[config.mk]
export PLATFORM = sky130hd
export DESIGN_NAME = ntt_iterative_core
export DESIGN_NICKNAME = d
export VERILOG_FILES = /design/src/rtl/ntt_iterative_core.sv
export SDC_FILE = /design/constraint.sdc
export NUM_CORES = 1
export LEC_CHECK = 0
export ABC_AREA = 1
export ABC_CLOCK_PERIOD_IN_PS = 11400
export CORE_MARGIN = 2
export CORE_UTILIZATION = 60
export DETAILED_ROUTE_END_ITERATION = 8
export HOLD_SLACK_MARGIN = 0.08
export PLACE_DENSITY = 0.73
export SLEW_MARGIN = 10
export SYNTH_ARGS = -nofsm -noshare
export SYNTH_HDL_FRONTEND = slang
export SYNTH_SLANG_ARGS = --single-unit
[constraint.sdc]
create_clock -name clk -period 11.4 [get_ports clk]
set_input_delay 2.28 -clock clk [delete_from_list [all_inputs] [get_ports clk]]
set_output_delay 2.28 -clock clk [all_outputs]
set_load 0.01 [all_outputs]
[src/rtl/ntt_iterative_core.sv]
// In-place iterative radix-2 NTT over Z_Q. Coefficients stream in, are stored in
// bit-reversed order, transformed one butterfly per cycle (Cooley-Tukey DIT), optionally
// scaled by N^-1 for the inverse transform, and stream out in natural order.
module ntt_iterative_core #(
  parameter int unsigned Q        = 17,
  parameter int unsigned N        = 8,
  parameter int unsigned W        = $clog2(Q),
  parameter int unsigned ROOT     = 9,
  parameter int unsigned ROOT_INV = 2,
  parameter int unsigned N_INV    = 15
) (
  input  logic         clk,
  input  logic         reset,
  input  logic         in_valid,
  output logic         in_ready,
  input  logic [W-1:0] in_data,
  input  logic         inverse,
  output logic         out_valid,
  input  logic         out_ready,
  output logic [W-1:0] out_data,
  output logic         out_last,
  output logic         busy
);

  localparam int unsigned LOGN = $clog2(N);
  localparam int unsigned HALF = N / 2;
  localparam int unsigned TW   = LOGN - 1;
  localparam int unsigned SW   = (LOGN > 1) ? $clog2(LOGN) : 1;

  localparam logic [W-1:0]    QW        = W'(Q);
  localparam logic [2*W-1:0]  QP        = (2*W)'(Q);
  localparam logic [W-1:0]    RootW     = W'(ROOT);
  localparam logic [W-1:0]    RootInvW  = W'(ROOT_INV);
  localparam logic [W-1:0]    NInvW     = W'(N_INV);
  localparam logic [LOGN-1:0] IdxLast   = LOGN'(N - 1);
  localparam logic [LOGN-1:0] InitLast  = LOGN'(HALF - 1);
  localparam logic [TW-1:0]   BflyLast  = '1;
  localparam logic [SW-1:0]   StageLast = SW'(LOGN - 1);

  typedef enum logic [2:0] {StInit, StLoad, StCompute, StScale, StOut} state_e;

  // Full 2W-bit product reduced mod Q.
  function automatic logic [W-1:0] mul_mod(input logic [W-1:0] a, input logic [W-1:0] b);
    logic [2*W-1:0] p;
    p = a * b;
    return W'(p % QP);
  endfunction

  function automatic logic [LOGN-1:0] bit_rev(input logic [LOGN-1:0] x);
    logic [LOGN-1:0] r;
    for (int i = 0; i < LOGN; i++) r[i] = x[LOGN-1-i];
    return r;
  endfunction

  state_e          state;
  logic [LOGN-1:0] cnt;       // INIT table index, LOAD j, SCALE index, OUT idx
  logic [TW-1:0]   bfly;      // butterfly within stage
  logic [SW-1:0]   stage;
  logic            inv_mode;
  logic [W-1:0]    tw_acc;
  logic [W-1:0]    itw_acc;

  logic [W-1:0] mem    [N];
  logic [W-1:0] w_tab  [HALF];
  logic [W-1:0] iw_tab [HALF];

  logic [LOGN-1:0] bf_b, bf_half, bf_pos, bf_u, bf_v, cnt_inc;
  logic [TW-1:0]   bf_tw;
  logic [W-1:0]    bf_t, bf_a, bf_x, bf_new_u, bf_new_v;
  logic [W:0]      bf_sum;

  assign busy    = !reset && (state != StLoad);
  assign cnt_inc = cnt + LOGN'(1);

  // Butterfly addressing and arithmetic for the current (stage, bfly).
  always_comb begin
    bf_b     = {1'b0, bfly};
    bf_half  = LOGN'(1) << stage;
    bf_pos   = bf_b & (bf_half - LOGN'(1));
    bf_u     = ((bf_b >> stage) << (32'(stage) + 1)) | bf_pos;
    bf_v     = bf_u | bf_half;
    bf_tw    = TW'(bf_pos << (LOGN - 1 - 32'(stage)));
    bf_t     = inv_mode ? iw_tab[bf_tw] : w_tab[bf_tw];
    bf_a     = mem[bf_u];
    bf_x     = mul_mod(mem[bf_v], bf_t);
    bf_sum   = {1'b0, bf_a} + {1'b0, bf_x};
    bf_new_u = (bf_sum >= {1'b0, QW}) ? W'(bf_sum - {1'b0, QW}) : bf_sum[W-1:0];
    bf_new_v = (bf_a >= bf_x) ? (bf_a - bf_x) : W'({1'b0, bf_a} + {1'b0, QW} - {1'b0, bf_x});
  end

  // Control FSM with registered handshake/output signals.
  always_ff @(posedge clk) begin
    if (reset) begin
      state     <= StInit;
      cnt       <= '0;
      bfly      <= '0;
      stage     <= '0;
      inv_mode  <= 1'b0;
      tw_acc    <= W'(1);
      itw_acc   <= W'(1);
      in_ready  <= 1'b0;
      out_valid <= 1'b0;
      out_last  <= 1'b0;
      out_data  <= '0;
    end else begin
      unique case (state)
        StInit: begin
          tw_acc  <= mul_mod(tw_acc, RootW);
          itw_acc <= mul_mod(itw_acc, RootInvW);
          if (cnt == InitLast) begin
            cnt      <= '0;
            state    <= StLoad;
            in_ready <= 1'b1;
          end else begin
            cnt <= cnt_inc;
          end
        end
        StLoad: begin
          if (in_valid && in_ready) begin
            if (cnt == '0) inv_mode <= inverse;
            if (cnt == IdxLast) begin
              cnt      <= '0;
              state    <= StCompute;
              in_ready <= 1'b0;
            end else begin
              cnt <= cnt_inc;
            end
          end
        end
        StCompute: begin
          if (bfly == BflyLast) begin
            bfly <= '0;
            if (stage == StageLast) begin
              stage <= '0;
              if (inv_mode) begin
                state <= StScale;
              end else begin
                state     <= StOut;
                out_valid <= 1'b1;
                out_data  <= mem[0];
                out_last  <= 1'b0;
              end
            end else begin
              stage <= stage + SW'(1);
            end
          end else begin
            bfly <= bfly + TW'(1);
          end
        end
        StScale: begin
          if (cnt == IdxLast) begin
            cnt       <= '0;
            state     <= StOut;
            out_valid <= 1'b1;
            out_data  <= mem[0];
            out_last  <= 1'b0;
          end else begin
            cnt <= cnt_inc;
          end
        end
        StOut: begin
          if (out_ready) begin
            if (cnt == IdxLast) begin
              cnt       <= '0;
              state     <= StLoad;
              in_ready  <= 1'b1;
              out_valid <= 1'b0;
              out_last  <= 1'b0;
              out_data  <= '0;
            end else begin
              cnt      <= cnt_inc;
              out_data <= mem[cnt_inc];
              out_last <= (cnt_inc == IdxLast);
            end
          end
        end
        default: state <= StInit;
      endcase
    end
  end

  // Coefficient RAM and twiddle tables; contents are don't-care across reset.
  always_ff @(posedge clk) begin
    if (!reset) begin
      case (state)
        StInit: begin
          w_tab[cnt[TW-1:0]]  <= tw_acc;
          iw_tab[cnt[TW-1:0]] <= itw_acc;
        end
        StLoad: begin
          if (in_valid && in_ready) mem[bit_rev(cnt)] <= in_data % QW;
        end
        StCompute: begin
          mem[bf_u] <= bf_new_u;
          mem[bf_v] <= bf_new_v;
        end
        StScale: mem[cnt] <= mul_mod(mem[cnt], NInvW);
        default: ;
      endcase
    end
  end

endmodule
==> results.yml <==
critical_path:
  critPathArrivalTime_ns: 10.85
  path_delay_family: "simple AND/OR/NAND/NOR gates"
  max_stage_delay_ns: 0.54
  crit_path_max_fanout: 8
  cp_num_cells: 68
  critPathKind: "reg -> reg"
  rr_worst_depth: 68
  cp_slowest_cell: "fa_1"
  crit_buf_inv: 13
  critPathCaptureType: "register"
  worstSetupStartpointType: "register"
  crit_top_cell: "nand2_1"
  required_ns: 11.52
sta:
  worst-slew-pin-transition_ns: 0.957
  slew_violations: 0
  setup_viol: 0
  holdWs_ns: 0.476
  max_slew_margin_pct: 35.9
  timing.fmax_mhz: 93.2
  skew_ns: 0.00720
  setup_slack_ns: 0.668
  finalCritPeriodShare_pct: 94.1
  min_period_ns: 10.73
  setup_tns_ns: 0
  finalHoldViolCount: 0
grt:
  track_usage_pct: 30.3
  grt_use_met2_pct: 49.1
  grt_max_degree: 38
  grt_pass1_wl_mm: 49.4
  gr-total-overflow: 0
  met1_usage_pct: 42.7
  grt_pass1_vias: 9892
  antenna_found_initial: 0
  grtUsageMet3_pct: 4.63
  busiest_layer: "met2"
cts:
  cts_max_level: 3
  cts_sinks: 112
  clk_latency_ns: 0.36
  cts_hold_buf: 0
  cts_buffers: 9
  cts_tree: "yes"
  root_buffer: "clkbuf_16"
  path_clk_slew_ns: 0.08
  cts_buffer_depth: 2
placement:
  dpl.hpwl_mm: 23.6
  gp_congestion: 1.05
  place_ws_ns: 0.0831
  portBuffers: 18
routing:
  drtIter0Drc: 1028
  via_per_inst: 5.76
  wire_per_inst_um: 16.4
  drtPass1Iterations: 7
  drc: 0
  via_count: 11000
  ant_nets: 0
  postRouteWirelength_mm: 31.2
yosys:
  yosysMostFrequentCell: "nand2_1"
  yosysWarnings: 0
  yosysTopAreaCell: "edfxtp_1"
  netlist_top_cells_count: "nand2_1 (384), inv_1 (225), nor2_1 (149)"
  synth_area_leaders: "edfxtp_1 (21%), nand2_1 (12%), ha_1 (8.7%)"
  synth-edff-count: 80
  synth_flop_cell: "edfxtp_1"
  ys_seq_area_share_pct: 26.3
  ys_types: 61
  ys_seq_elements: 112
  netlist_area_sq_mm: 0.0115
  synth.net_count: 1746
  postSynthAreaPerCell_sq_um: 7.07
  async_flop_share_pct: 0
  postSynthCellCount: 1634
  yosysTopAreaCellShare_pct: 20.8
final_layout:
  diodes: 0
  synthToLayoutAreaGrowth_pct: 9.05
  drive_gt1_share_pct: 12.1
  multi_input_area_sq_mm: 0.00759
  regArea_sq_mm: 0.00305
  nets: 1775
  fillerInstances: 1693
floorplanning:
  start_util_pct: 61.5
  fp-row-count: 50
  dieWidth_um: 143
  die_h_um: 143
  fp.coreArea_sq_mm: 0.0188
  ioPinCount: 19
  design.die.area_sq_mm: 0.0204
outcome:
  status: "finished clean"
hold_path:
  min_path_type: "reg -> reg"
  hold_depth: 2
run:
  max_cap_viol_count: 0
## worst min-delay path: stages, from the launching register on
cell and delay [ns]:
dfxtp_1 0.32, nand2_1 0.06, a21oi_1 0.06
## layout by cell type (no fill, tap or decap), drive strengths merged, types with 2 or more instances in the layout
| cell | instances |
|---|---|
| fa | 22 |
| o221ai | 12 |
| edfxtp | 80 |
| o21a | 5 |
| o22ai | 2 |
| nor4 | 2 |
| o211ai | 34 |
| nand4 | 33 |
| dfxtp | 32 |
| a211oi | 2 |
| xnor2 | 16 |
| o21bai | 11 |
| clkbuf | 9 |
| o31ai | 4 |
| xor2 | 40 |
| inv | 239 |
| nand3b | 5 |
| mux2i | 4 |
| clkinvlp | 6 |
| a31oi | 4 |
| nand2 | 430 |
| nor3 | 11 |
| a21oi | 97 |
| buf | 31 |
| ha | 80 |
| clkinv | 3 |
| clkdlybuf4s50 | 18 |
| or2 | 6 |
| nor2 | 161 |
| o21ai | 156 |
| nand3 | 101 |
## path summary, 6_finish.rpt
check,from,endpoint,slack (ns)
worst max register to register,stage[0],mem[5][0],0.67
worst min-delay path,out_data[0],out_data[0],0.48
worst min register to register,out_data[0],out_data[0],0.48
worst max-delay path,stage[0],mem[5][0],0.67
## flip-flops by register name, indices dropped and copies added (netlist names), named ones only
| name | cells |
|---|---|
| w_tab | 20 |
| out_last | 1 |
| iw_tab | 20 |
| out_valid | 1 |
| state | 3 |
| out_data | 5 |
| in_ready | 1 |
| stage | 2 |
| bfly | 2 |
| itw_acc | 5 |
| cnt | 3 |
| mem | 40 |
| inv_mode | 1 |
| tw_acc | 5 |
## per-stage QoR
step,util [%],instance area (sq um),instances
4_1_cts,66.0,12400,1893
3_5_place_dp,64.2,12100,1877
6_report,67.1,12600,1902
3_3_place_gp,64.2,12100,1877
5_1_grt,67.1,12600,1902
2_1_floorplan,-,11500,1634
## cell type report
cell class              instances  area share, %
multi-input cells            1250           60.3
flip-flops and latches        112           24.2
inverters                     240           7.27
repair buffers                 49           3.31
well taps                     234           2.32
clock buffers                   9           1.79
clock inverters                 7          0.755
repair inverters                1         0.0596
## metal layers
metal	vias to the layer above	part of all wire, %
met2	398	45
met5	-	0
met3	54	7.1
met4	0	2.5
li1	5468	-
met1	5043	46
## logic make-up (layout without fill, tap and decap cells)
family | Yosys count | count (layout) | synth area share (%)
flops | 112 | 112 | 26.3
fa+ha+maj | 102 | 102 | 12.5
compound gates | 334 | 334 | 17.2
xor+xnor | 56 | 56 | 4.44
mux | 4 | 4 | 0.347
buf+inv | 272 | 306 | 8.99
simple gates | 754 | 754 | 30.2
## what timing repair did
action / 4_1_cts / 5_1_grt
hold endpoints to repair: 0 / 0
setup endpoints to repair: 0 / 40
resized for setup: 0 / 44
buffers inserted: 0 / 8
Power is not shown: default switching activity piles up to over one toggle a cycle in this logic, so the estimate is an artifact.
